## src/rtl/fetch_align_queue.sv

```systemverilog
// Instruction fetch/align queue: word fetches from memory, byte FIFO, 16-bit instructions at any byte PC.
// Optional store snooping (self-modifying code refetch) is enabled by defining FETCH_SNOOP_EN.
module fetch_align_queue #(
  parameter int          DEPTH_W  = 4,
  parameter logic [15:0] RESET_PC = 16'h0000
) (
  input  logic        clk,
  input  logic        rst_n,
  output logic        mem_ren,
  output logic [14:0] mem_raddr,
  input  logic [15:0] mem_rdata,
  input  logic        redirect_valid,
  input  logic [15:0] redirect_pc,
  output logic        out_valid,
  input  logic        out_ready,
  output logic [15:0] out_instr,
  output logic [15:0] out_pc,
  input  logic        snoop_wen,
  input  logic [15:0] snoop_waddr
);
  localparam int QBYTES = 2 * DEPTH_W;
  localparam int PW     = (QBYTES > 1) ? $clog2(QBYTES) : 1;
  localparam int CW     = $clog2(QBYTES + 1);
  localparam int OW     = CW + 1;

  logic [14:0]   fpc;
  logic [15:0]   head_pc;
  logic [CW-1:0] count;
  logic          inflight;
  logic          skip_first;
  logic [PW-1:0] rd_ptr;
  logic [PW-1:0] wr_ptr;
  logic [7:0]    fifo_mem [QBYTES];

  logic          flush;
  logic [15:0]   flush_pc;
  logic          hold_out;
  logic [OW-1:0] occ;
  logic          can_issue;
  logic          pop;
  logic          push_one;
  logic          push_two;
  logic [1:0]    push_n;
  logic [CW-1:0] count_next;
  logic [PW-1:0] rd_nx;
  logic [PW-1:0] wr_nx;

  function automatic logic [PW-1:0] ptr_add(input logic [PW-1:0] p, input int n);
    int s;
    s = int'(p) + n;
    if (s >= QBYTES) s = s - QBYTES;
    return PW'(s);
  endfunction

`ifdef FETCH_SNOOP_EN
  // Tracked bytes are head_pc .. head_pc+tracked-1: buffered bytes followed by the in-flight word.
  logic [15:0] tracked;
  logic [15:0] off0;
  logic [15:0] off1;
  logic        snoop_hit;

  always_comb begin
    tracked = 16'(count);
    if (inflight) tracked = tracked + (skip_first ? 16'd1 : 16'd2);
    off0      = snoop_waddr - head_pc;
    off1      = snoop_waddr + 16'd1 - head_pc;
    snoop_hit = snoop_wen && ((off0 < tracked) || (off1 < tracked));
  end

  assign flush    = redirect_valid || snoop_hit;
  assign flush_pc = redirect_valid ? redirect_pc : head_pc;
  assign hold_out = snoop_hit;
`else
  logic unused_snoop;
  assign unused_snoop = ^{snoop_wen, snoop_waddr};
  assign flush        = redirect_valid;
  assign flush_pc     = redirect_pc;
  assign hold_out     = 1'b0;
`endif

  // Reserve room for the outstanding response before issuing another word.
  assign occ       = OW'(count) + (inflight ? OW'(2) : OW'(0));
  assign can_issue = (occ + OW'(2)) <= OW'(QBYTES);
  assign mem_ren   = rst_n && can_issue && !flush;
  assign mem_raddr = fpc;

  assign rd_nx     = ptr_add(rd_ptr, 1);
  assign out_valid = (count >= CW'(2)) && !hold_out;
  assign out_instr = {fifo_mem[rd_ptr], fifo_mem[rd_nx]};
  assign out_pc    = head_pc;

  assign pop      = out_valid && out_ready;
  assign push_one = inflight && skip_first;
  assign push_two = inflight && !skip_first;
  assign wr_nx    = ptr_add(wr_ptr, 1);

  always_comb begin
    push_n = 2'd0;
    if (push_two)      push_n = 2'd2;
    else if (push_one) push_n = 2'd1;
    count_next = CW'(OW'(count) + OW'(push_n) - (pop ? OW'(2) : OW'(0)));
  end

  // Byte storage carries no reset; only count/pointers define what is valid.
  always_ff @(posedge clk) begin
    if (!flush && inflight) begin
      if (skip_first) begin
        fifo_mem[wr_ptr] <= mem_rdata[7:0];
      end else begin
        fifo_mem[wr_ptr] <= mem_rdata[15:8];
        fifo_mem[wr_nx]  <= mem_rdata[7:0];
      end
    end
  end

  always_ff @(posedge clk or negedge rst_n) begin
    if (!rst_n) begin
      fpc        <= RESET_PC[15:1];
      head_pc    <= RESET_PC;
      skip_first <= RESET_PC[0];
      count      <= '0;
      inflight   <= 1'b0;
      rd_ptr     <= '0;
      wr_ptr     <= '0;
    end else if (flush) begin
      // The response for last cycle's issue (if any) is dropped here and inflight clears.
      fpc        <= flush_pc[15:1];
      head_pc    <= flush_pc;
      skip_first <= flush_pc[0];
      count      <= '0;
      inflight   <= 1'b0;
      rd_ptr     <= '0;
      wr_ptr     <= '0;
    end else begin
      if (mem_ren) fpc <= fpc + 15'd1;
      inflight <= mem_ren;
      if (push_one) skip_first <= 1'b0;
      count  <= count_next;
      wr_ptr <= ptr_add(wr_ptr, int'(push_n));
      if (pop) begin
        rd_ptr  <= ptr_add(rd_ptr, 2);
        head_pc <= head_pc + 16'd2;
      end
    end
  end

endmodule

```

## config.mk

```make
export PLATFORM = sky130hd
export DESIGN_NAME = fetch_align_queue
export DESIGN_NICKNAME = d
export VERILOG_FILES = /design/src/rtl/fetch_align_queue.sv
export SDC_FILE = /design/constraint.sdc
export NUM_CORES = 1
export LEC_CHECK = 0
export ABC_AREA = 0
export CORE_MARGIN = 2
export CORE_UTILIZATION = 25
export DETAILED_ROUTE_END_ITERATION = 8
export DONT_BUFFER_PORTS = 1
export PLACE_DENSITY = 0.42
export SYNTH_ARGS = -nofsm -noshare
export SYNTH_HDL_FRONTEND = slang
export SYNTH_SLANG_ARGS = --single-unit
```

## constraint.sdc

```tcl
create_clock -name clk -period 2.6 [get_ports clk]
set_clock_uncertainty 0.05 [all_clocks]
set_input_delay 0.26 -clock clk [delete_from_list [all_inputs] [get_ports clk]]
set_output_delay 0.26 -clock clk [all_outputs]
set_load 0.005 [all_outputs]
```

### After elaboration in Yosys (flattened, before gate mapping)

Memories as Yosys holds them, arrays and structs flattened.
Cells that the tools add are included.

| storage, ports and cells | value |
|---|---|
| RAM bits | 64 |
| input bits | 53 |
| memories kept | 1 |
| word-level logic and storage cells | 66 |
| register bits after elaboration | 43 |
| output and inout port bits | 49 |

Memories:

| name | words | width | rd ports | clocked after memory_dff | wr ports | RTL line | text |
|---|---|---|---|---|---|---|---|
| fifo_mem | 8 | 8 | 2 | 0 | 2 | 33 | `logic [7:0] fifo_mem [QBYTES];` |

| operators by class | value |
|---|---|
| multiplexer cells | 26 |
| reductions and logical operators | 11 |
| add/subtract/negate cells | 14 |
| magnitude comparators | 6 |
| bitwise operators | 1 |

Operators by type and width:

| kind | number |
|---|---|
| $mux W16 | 2 |
| $mux W15 | 2 |
| $mux W3 | 7 |
| $add A16 B2 Y16 const B | 1 |
| $ge A4 B4 Y1 const B | 4 |
| $add A15 B1 Y15 const B | 1 |
| $sub A3 B1 Y3 const B | 4 |
| $mux W1 | 10 |
| $add A3 B1 Y4 const B | 2 |
| $mux W8 | 1 |
| $logic_and A1 B1 Y1 | 6 |
| $mux W2 | 3 |
| $reduce_bool A2 Y1 | 3 |
| $add A4 B2 Y5 | 1 |
| $add A5 B2 Y5 const B | 1 |
| $le A5 B4 Y1 const B | 1 |
| $add A3 B2 Y4 | 1 |
| $add A3 B2 Y4 const B | 1 |
| $add A4 B2 Y4 | 1 |
| $ge A4 B2 Y1 const B | 1 |
| $mux W4 | 1 |
| $sub A4 B2 Y4 | 1 |
| $logic_not A1 Y1 | 2 |
| $or A1 B1 Y1 | 1 |

### Longest topological paths before layout

Gate-level depths: netlist of run 1.

| logic depth | value |
|---|---|
| depth after elaboration | 8 |
| depth in mapped cells | 12 |

### Worst setup path before layout of run 1

Ideal clock, no wire load.

| timing path | value |
|---|---|
| path type | register -> register |
| start | reg inflight |
| end | reg fpc[9] (netlist: mem_raddr[9]) |
| path buffers | 1 |
| cell stages (with the launch flop) | 12 |
| setup slack | 0.138 ns |
| setup time | 0.082 ns |
| arrival time | 2.330 ns |
| cell sequence | dfrtp_1 -> inv_1 -> ha_1 -> inv_1 -> ha_1 -> inv_1 -> ha_1 -> nand2b_4 -> o41a_1 -> buf_6 -> or4_1 -> a31oi_1 |

| on the way | value |
|---|---|
| cells in the longest elaborated chain, start to end | 7 |

Ends and longest elaborated chain:

| item | RTL line | text |
|---|---|---|
| start: declaration | 29 | `logic inflight;` |
| start signal: assignment | 136 | `inflight <= mem_ren;` |
| $mux W2 | 82 | `assign occ = OW'(count) + (inflight ? OW'(2) : OW'(0));` |
| $add A4 B2 Y5 | 82 |  |
| $add A5 B2 Y5 | 83 | `assign can_issue = (occ + OW'(2)) <= OW'(QBYTES);` |
| $le A5 B4 Y1 | 83 |  |
| $logic_and A1 B1 Y1 (2 in a row) | 84 | `assign mem_ren = rst_n && can_issue && !flush;` |
| $reduce_bool A2 Y1 (no source line) | - |  |
| end signal: assignment | 118 | `fpc <= RESET_PC[15:1];` |
| end signal: assignment | 127 | `fpc <= flush_pc[15:1];` |
| end signal: assignment | 135 | `if (mem_ren) fpc <= fpc + 15'd1;` |
| end: declaration | 26 | `logic [14:0] fpc;` |

No other way between the ends.
A chain may end at the register's enable or synchronous reset.

### Worst setup path after layout of run 1

| timing path | value |
|---|---|
| start | reg count[1] |
| end | reg fpc[7] (netlist: mem_raddr[7]) |

| on the way | value |
|---|---|
| cells in the longest elaborated chain, start to end | 6 |

Ends and longest elaborated chain:

| item | RTL line | text |
|---|---|---|
| start: declaration | 28 | `logic [CW-1:0] count;` |
| start signal: assignment | 138 | `count <= count_next;` |
| $add A4 B2 Y5 | 82 |  |
| $add A5 B2 Y5 | 83 |  |
| $le A5 B4 Y1 | 83 |  |
| $logic_and A1 B1 Y1 (2 in a row) | 84 |  |
| $reduce_bool A2 Y1 (no source line) | - |  |

No other way between the ends.

==> results of run 1 <==
==> flip-flops by register name, summed over array words and instances (netlist names) <==
register and cells:
count 4, fifo_mem 64, inflight 1, mem_raddr 15
out_pc 16, rd_ptr 2, skip_first 1, wr_ptr 3
==> power breakdown <==
group          internal, mW  leakage, nW  switching [mW]
clock network         0.688        0.150           0.708
registers              1.94         1.07           0.161
logic                 0.640         1.13           0.723
==> metal layers <==
metal	GRT usage, %	part of all wire (%)	wire (µm)	vias to the layer above
met5	0	0	0	-
met4	4.19	1.8	278	0
met3	4.81	6.9	1070	15
met2	20.8	48	7330	100
met1	16.4	44	6720	2014
li1	-	-	-	1905
==> synthesized netlist by cell type, types with 2 or more instances <==
cell type,number,share of area [%]
a21oi_1,46,4.0
a31o_2,3,0.46
a31oi_1,13,1.4
and2_1,4,0.43
and3_1,6,0.65
and4_1,6,0.91
buf_1,10,0.65
buf_2,7,0.61
buf_4,3,0.39
clkbuf_1,14,0.91
dfrtp_1,42,18
edfxtp_1,64,33
fa_1,2,0.69
ha_1,12,2.6
inv_1,15,0.98
mux2_2,33,6.4
mux2i_1,9,1.6
mux4_2,16,6.2
nand2_1,18,1.2
nand2b_1,7,0.76
nand3_1,11,0.95
nand4_1,11,1.2
nand4_2,2,0.43
nor2_1,62,4.0
nor2b_1,4,0.43
nor3_1,5,0.43
nor3_4,2,0.56
nor3b_1,2,0.26
nor4_1,3,0.33
nor4b_1,2,0.30
o21ai_0,16,1.4
o31a_1,5,0.76
o31ai_1,7,0.91
or2_2,2,0.22
or3_1,4,0.43
or4_1,7,0.91
xnor2_1,5,0.76
xor2_1,8,1.2
==> logic make-up after synthesis <==
logic type               count (synthesis)
AND/OR/NAND/NOR                        160
flip-flops                             106
AO/OA/AOI/OAI                          100
multiplexers                            58
buffers and inverters                   51
adder cells (fa/ha/maj)                 14
XOR/XNOR                                13
==> area by class of cell <==
cell class	count	area (µm²)	area share, %
Sequential cell	106	2970	44.8
Multi-Input combinational cell	345	2630	39.7
Tap cell	285	357	5.37
Timing Repair Buffer	36	310	4.67
Clock buffer	9	225	3.39
Clock inverter	7	81.3	1.22
Inverter	16	60.1	0.904
==> worst register-to-register path, delay by kind of cell (launching register included) <==
kind	cells	cell delay (ps)
AO/OA/AOI/OAI	2	620
buffers and inverters	4	310
AND/OR/NAND/NOR	2	550
flip-flops	1	360
adder cells (fa/ha/maj)	3	560
==> worst paths after layout <==
path                                start  cells after the start            end
min reg2reg                     out_pc[0]                      2      out_pc[0]
max in group asynchronous           rst_n                      2      out_pc[2]
min                        redirect_pc[3]                      2      out_pc[3]
max                              count[1]                     11   mem_raddr[7]
min in group asynchronous           rst_n                      2  mem_raddr[12]
max reg2reg                      count[1]                     11   mem_raddr[7]
==> stage by stage <==
step	TNS (ps)	power, mW	instance area, µm²	setup slack (ps)	util (%)
after CTS	0	4.87	6580	71.8	29.1
final	0	4.86	6640	93.4	29.3
after global placement	0	3.38	6190	86.2	27.4
after detailed placement	0	3.41	6190	75.5	27.4
after global routing	-16.9	5.16	6640	-10.1	29.3
after floorplan	0	3.05	5770	138	-
==> timing repair <==
| item | CTS | global route |
|---|---|---|
| hold buffers | 6 | 0 |
| pin swaps | 1 | 6 |
| setup endpoints to repair | 1 | 7 |
| resized for setup | 0 | 14 |
| endpoints found under the hold margin | 61 | 0 |
| setup buffers | 1 | 1 |
==> placed cells by master, fill, tap and decap left out, types with 13 or more instances in the layout <==
cell | synthesis | layout
buf_4 | 3 | 28
mux2_2 | 33 | 33
o21ai_0 | 16 | 16
a31oi_1 | 13 | 13
mux4_2 | 16 | 16
edfxtp_1 | 64 | 64
nand2_1 | 18 | 18
dfrtp_1 | 42 | 42
a21oi_1 | 46 | 46
nor2_1 | 62 | 61
==> flow_summary.ini, run 1 <==
[run_status]
status = finished clean

[detailed_routing]
drt_first_pass_iters = 4
drt_iter0_markers = 284
num_vias = 4034
drc = 0
drt-total-wl_um = 15400
drt-vias-per-instance = 5.02
wl_per_cell_um = 19.2
antenna_left = 0

[timing]
timing_worst_slew_pin_value_ps = 1090
setup_violations = 0
maxSlewHeadroom_pct = 27.1
hold_viol = 0
period_share_pct = 96.4
layout_min_cycle_time_ps = 2510
whs_ps = 23.5
maxSlewViolCount = 0
fmaxAchievable_ghz = 0.399

[die]
coreArea_um2 = 22600
dieArea_um2 = 24300
rows = 55
die_h_um = 156
io_pins = 102
die_width_um = 156
start_util_pct = 25.5

[critical_path]
crit_fanout = 7
crit_arrival_ps = 2740
endpoint_kind = register
slowest_delay_ps = 500
ff2ff_setup_slack_ps = 90
path_cells = inv_2 > ha_2 > inv_2 > ha_4 > inv_2 > ha_4 > nand2b_4 > o41a_1 > buf_6 > or4_4 > a31oi_1
cp_slowest_cell = or4_4
path_common_cell = inv_2
required_ps = 2840
worst-setup-path-type = reg2reg
cp-start-kind = register
crit_buf_inv = 4
cpLargestDelayFamily = compound AO/OA/AOI/OAI gates

[power]
ir_drop_uv = 349
cellPowerDensity_nw_per_um2 = 732
leakage_nw = 2.35

[finish]
nFillCells = 2322
diodes = 0
nNetsFinal = 581
drive_gt1_share_pct = 22.9
layoutNonFillerInstCount = 804
syn2layout_area_growth_pct = 15.0

[yosys]
yosys_most_used_dff = edfxtp_1
synthSimpleGateAreaFrac_pct = 14.8
synth_adder_area_share_pct = 3.30
synth_xor_area_share_pct = 1.97
ys_warn_count = 0
synthesis.area_um2 = 5770
synth_fp_nets = 569
syn-instance-count = 502
synth_seq_area_share_pct = 51.5
avgSynthCellArea_um2 = 11.5
muxShareOfSynthArea_pct = 14.2
ys_async_sr_fraction_pct = 39.6
synth_edf_count = 64
ys_seq_elements = 106
ys_types = 52
synth_top_family_by_area = simple AND/OR/NAND/NOR gates
synth-compound-area-share_pct = 10.4

[flow_run]
cap_violations = 0

[grt]
grt_pass1_vias = 4247
grt_overflow = 0
grt_usage_pct = 13.0
grt_pass1_wl_um = 24100
grt_max_degree = 43
antenna_found_initial = 0

[clock_network]
clk_path_buf_depth = 2
clk_latency_ps = 350
clk_pin_slew_ps = 80
h-tree-depth = 3
cts_tree = yes
cts_root_buf = clkbuf_16
clkSinkCount = 106
cts_made_buffers = 9

[hold_path]
hold_path.class = in2reg

[place]
dp.cells = 780
place.port_buffers = 0
routabilityCongestion = 0.819
hpwl_um = 10900
Note: power is estimated with default switching activity, not from simulation.
==> run 2, diff against run 1 <==
MAX_ROUTING_LAYER = met4   (was not set)
PLACE_DENSITY = 0.4   (was 0.42)
clock period = 3.11 ns   (was 2.6 ns; I/O delays follow)
==> flow_summary.ini, run 2 (same netlist as run 1, synthesis figures left out) <==
[clock_network]
h-tree-depth = 3
cts_root_buf = clkbuf_16
clk_path_buf_depth = 2
clk_pin_slew_ps = 80
cts_tree = yes
post-cts-setup-buffers = 0
cts_made_buffers = 9
clkSinkCount = 106
clk_latency_ps = 350

[finish]
syn2layout_area_growth_pct = 12.0
regMostFlops = fifo_mem
largest_reg_flops = 64
utilization_pct = 28.5
final_common_cell = edfxtp_1
nNetsFinal = 566
multi_input_area_um2 = 2610
regArea_um2 = 2970
nFillCells = 2327
drive_gt1_share_pct = 19.4
final_cell_mix = 64 x edfxtp_1, 61 x nor2_1, 46 x a21oi_1
diodes = 0

[power]
cellPowerDensity_nw_per_um2 = 604
power_mw = 3.91
ir_drop_uv = 297
leakage_nw = 2.27

[die]
coreArea_um2 = 22600
dieArea_um2 = 24300
rows = 55
die_h_um = 156
die_width_um = 156
io_pins = 102
start_util_pct = 25.5

[critical_path]
crit_arrival_ps = 2540
reg2reg_depth = 10
worst-setup-path-type = reg2out
required_ps = 2750
ff2ff_setup_slack_ps = 420
reg2reg_from = inflight
cp-start-kind = register
endpoint_kind = primary output
reg2reg_to = mem_raddr[7]
crit_fanout = 16

[hold_path]
hold_path_end = mem_raddr[3]
worst_hold_startpoint = redirect_pc[4]
hold_path.class = in2reg
hold_depth = 2

[detailed_routing]
drc = 0
drt-total-wl_um = 15300
drt_iter0_markers = 210
drt-vias-per-instance = 5.01
antenna_left = 0
num_vias = 3956
wl_per_cell_um = 19.4
drt_first_pass_iters = 6

[place]
hpwl_um = 10700
routabilityCongestion = 0.779
place.port_buffers = 0
place_ws_ps = 311

[timing]
maxSlewHeadroom_pct = 35.4
hold_viol = 0
maxSlewViolCount = 0
tns_ps = 0
layout_min_cycle_time_ps = 2900
period_share_pct = 93.4
setup_violations = 0
timing_worst_slew_pin_value_ps = 968
setup_slack_ps = 206
rsz0062_at_grt = no
fmaxAchievable_ghz = 0.344

[grt]
antenna_found_initial = 0
grt_pass1_vias = 4215
grt_usage_pct = 13.5
grt_pass1_wl_um = 24000
grt_overflow = 0
grt_max_degree = 43

[flow_run]
cap_violations = 0

[run_status]
status = finished clean
==> run 2: worst max-delay path by stage <==
stage / cells past startpoint / slack (ps) / end / start
after detailed placement: 10 / 310 / mem_raddr[7] / inflight
final: 10 / 210 / mem_ren / inflight
after floorplan: 11 / 650 / mem_raddr[9] / inflight
after global routing: 10 / 50 / mem_ren / inflight
after CTS: 10 / 60 / mem_ren / inflight
after global placement: 10 / 370 / mem_raddr[7] / inflight
==> run 2: metrics by stage <==
stage          std cells  hold slack [ps]  cell area (µm²)
3_5_place_dp         769            -33.0             6110
6_report             789             39.0             6460
3_3_place_gp         769            -32.9             6110
2_1_floorplan        502            -34.6             5770
5_1_grt              789             30.7             6460
4_1_cts              788             3.35             6440
==> run 2: final cells by class <==
cell class,count,share of cell area [%]
sequential,106,46.0
multi-input combinational,345,40.3
tap,285,5.52
clock buffer,9,3.48
timing repair buffer,21,2.86
inverter,16,0.929
clock inverter,7,0.910
==> run 2: metal layers <==
metal / up-vias / GRT usage (%) / share of wire, %
li1: 1883 / - / -
met1: 1963 / 16.3 / 43
met2: 97 / 22.5 / 49
met3: 13 / 3.78 / 6.0
met4: 0 / 3.32 / 1.5
met5: - / - / 0
==> run 2: worst max-delay path: stages, from the launching register on <==
cell      delay [ps]
dfrtp_1          420
inv_1            100
ha_1             180
inv_1             50
ha_1             160
inv_1             50
ha_1             300
nand2b_4          60
o41a_4           530
buf_4            190
nor2_2           160
==> run 2: report_power, final <==
part | internal, mW | total, mW | switching [mW]
sequential | 1.62 | 1.77 | 0.148
combinational | 0.463 | 1.02 | 0.562
clock | 0.557 | 1.11 | 0.556
total | 2.64 | 3.91 | 1.27
==> run 2: repair_timing <==
item	4_1_cts	5_1_grt
endpoints found under the hold margin	55	1
pin swaps	0	0
setup endpoints to repair	1	1
gates resized for setup	1	2
hold buffers	3	1
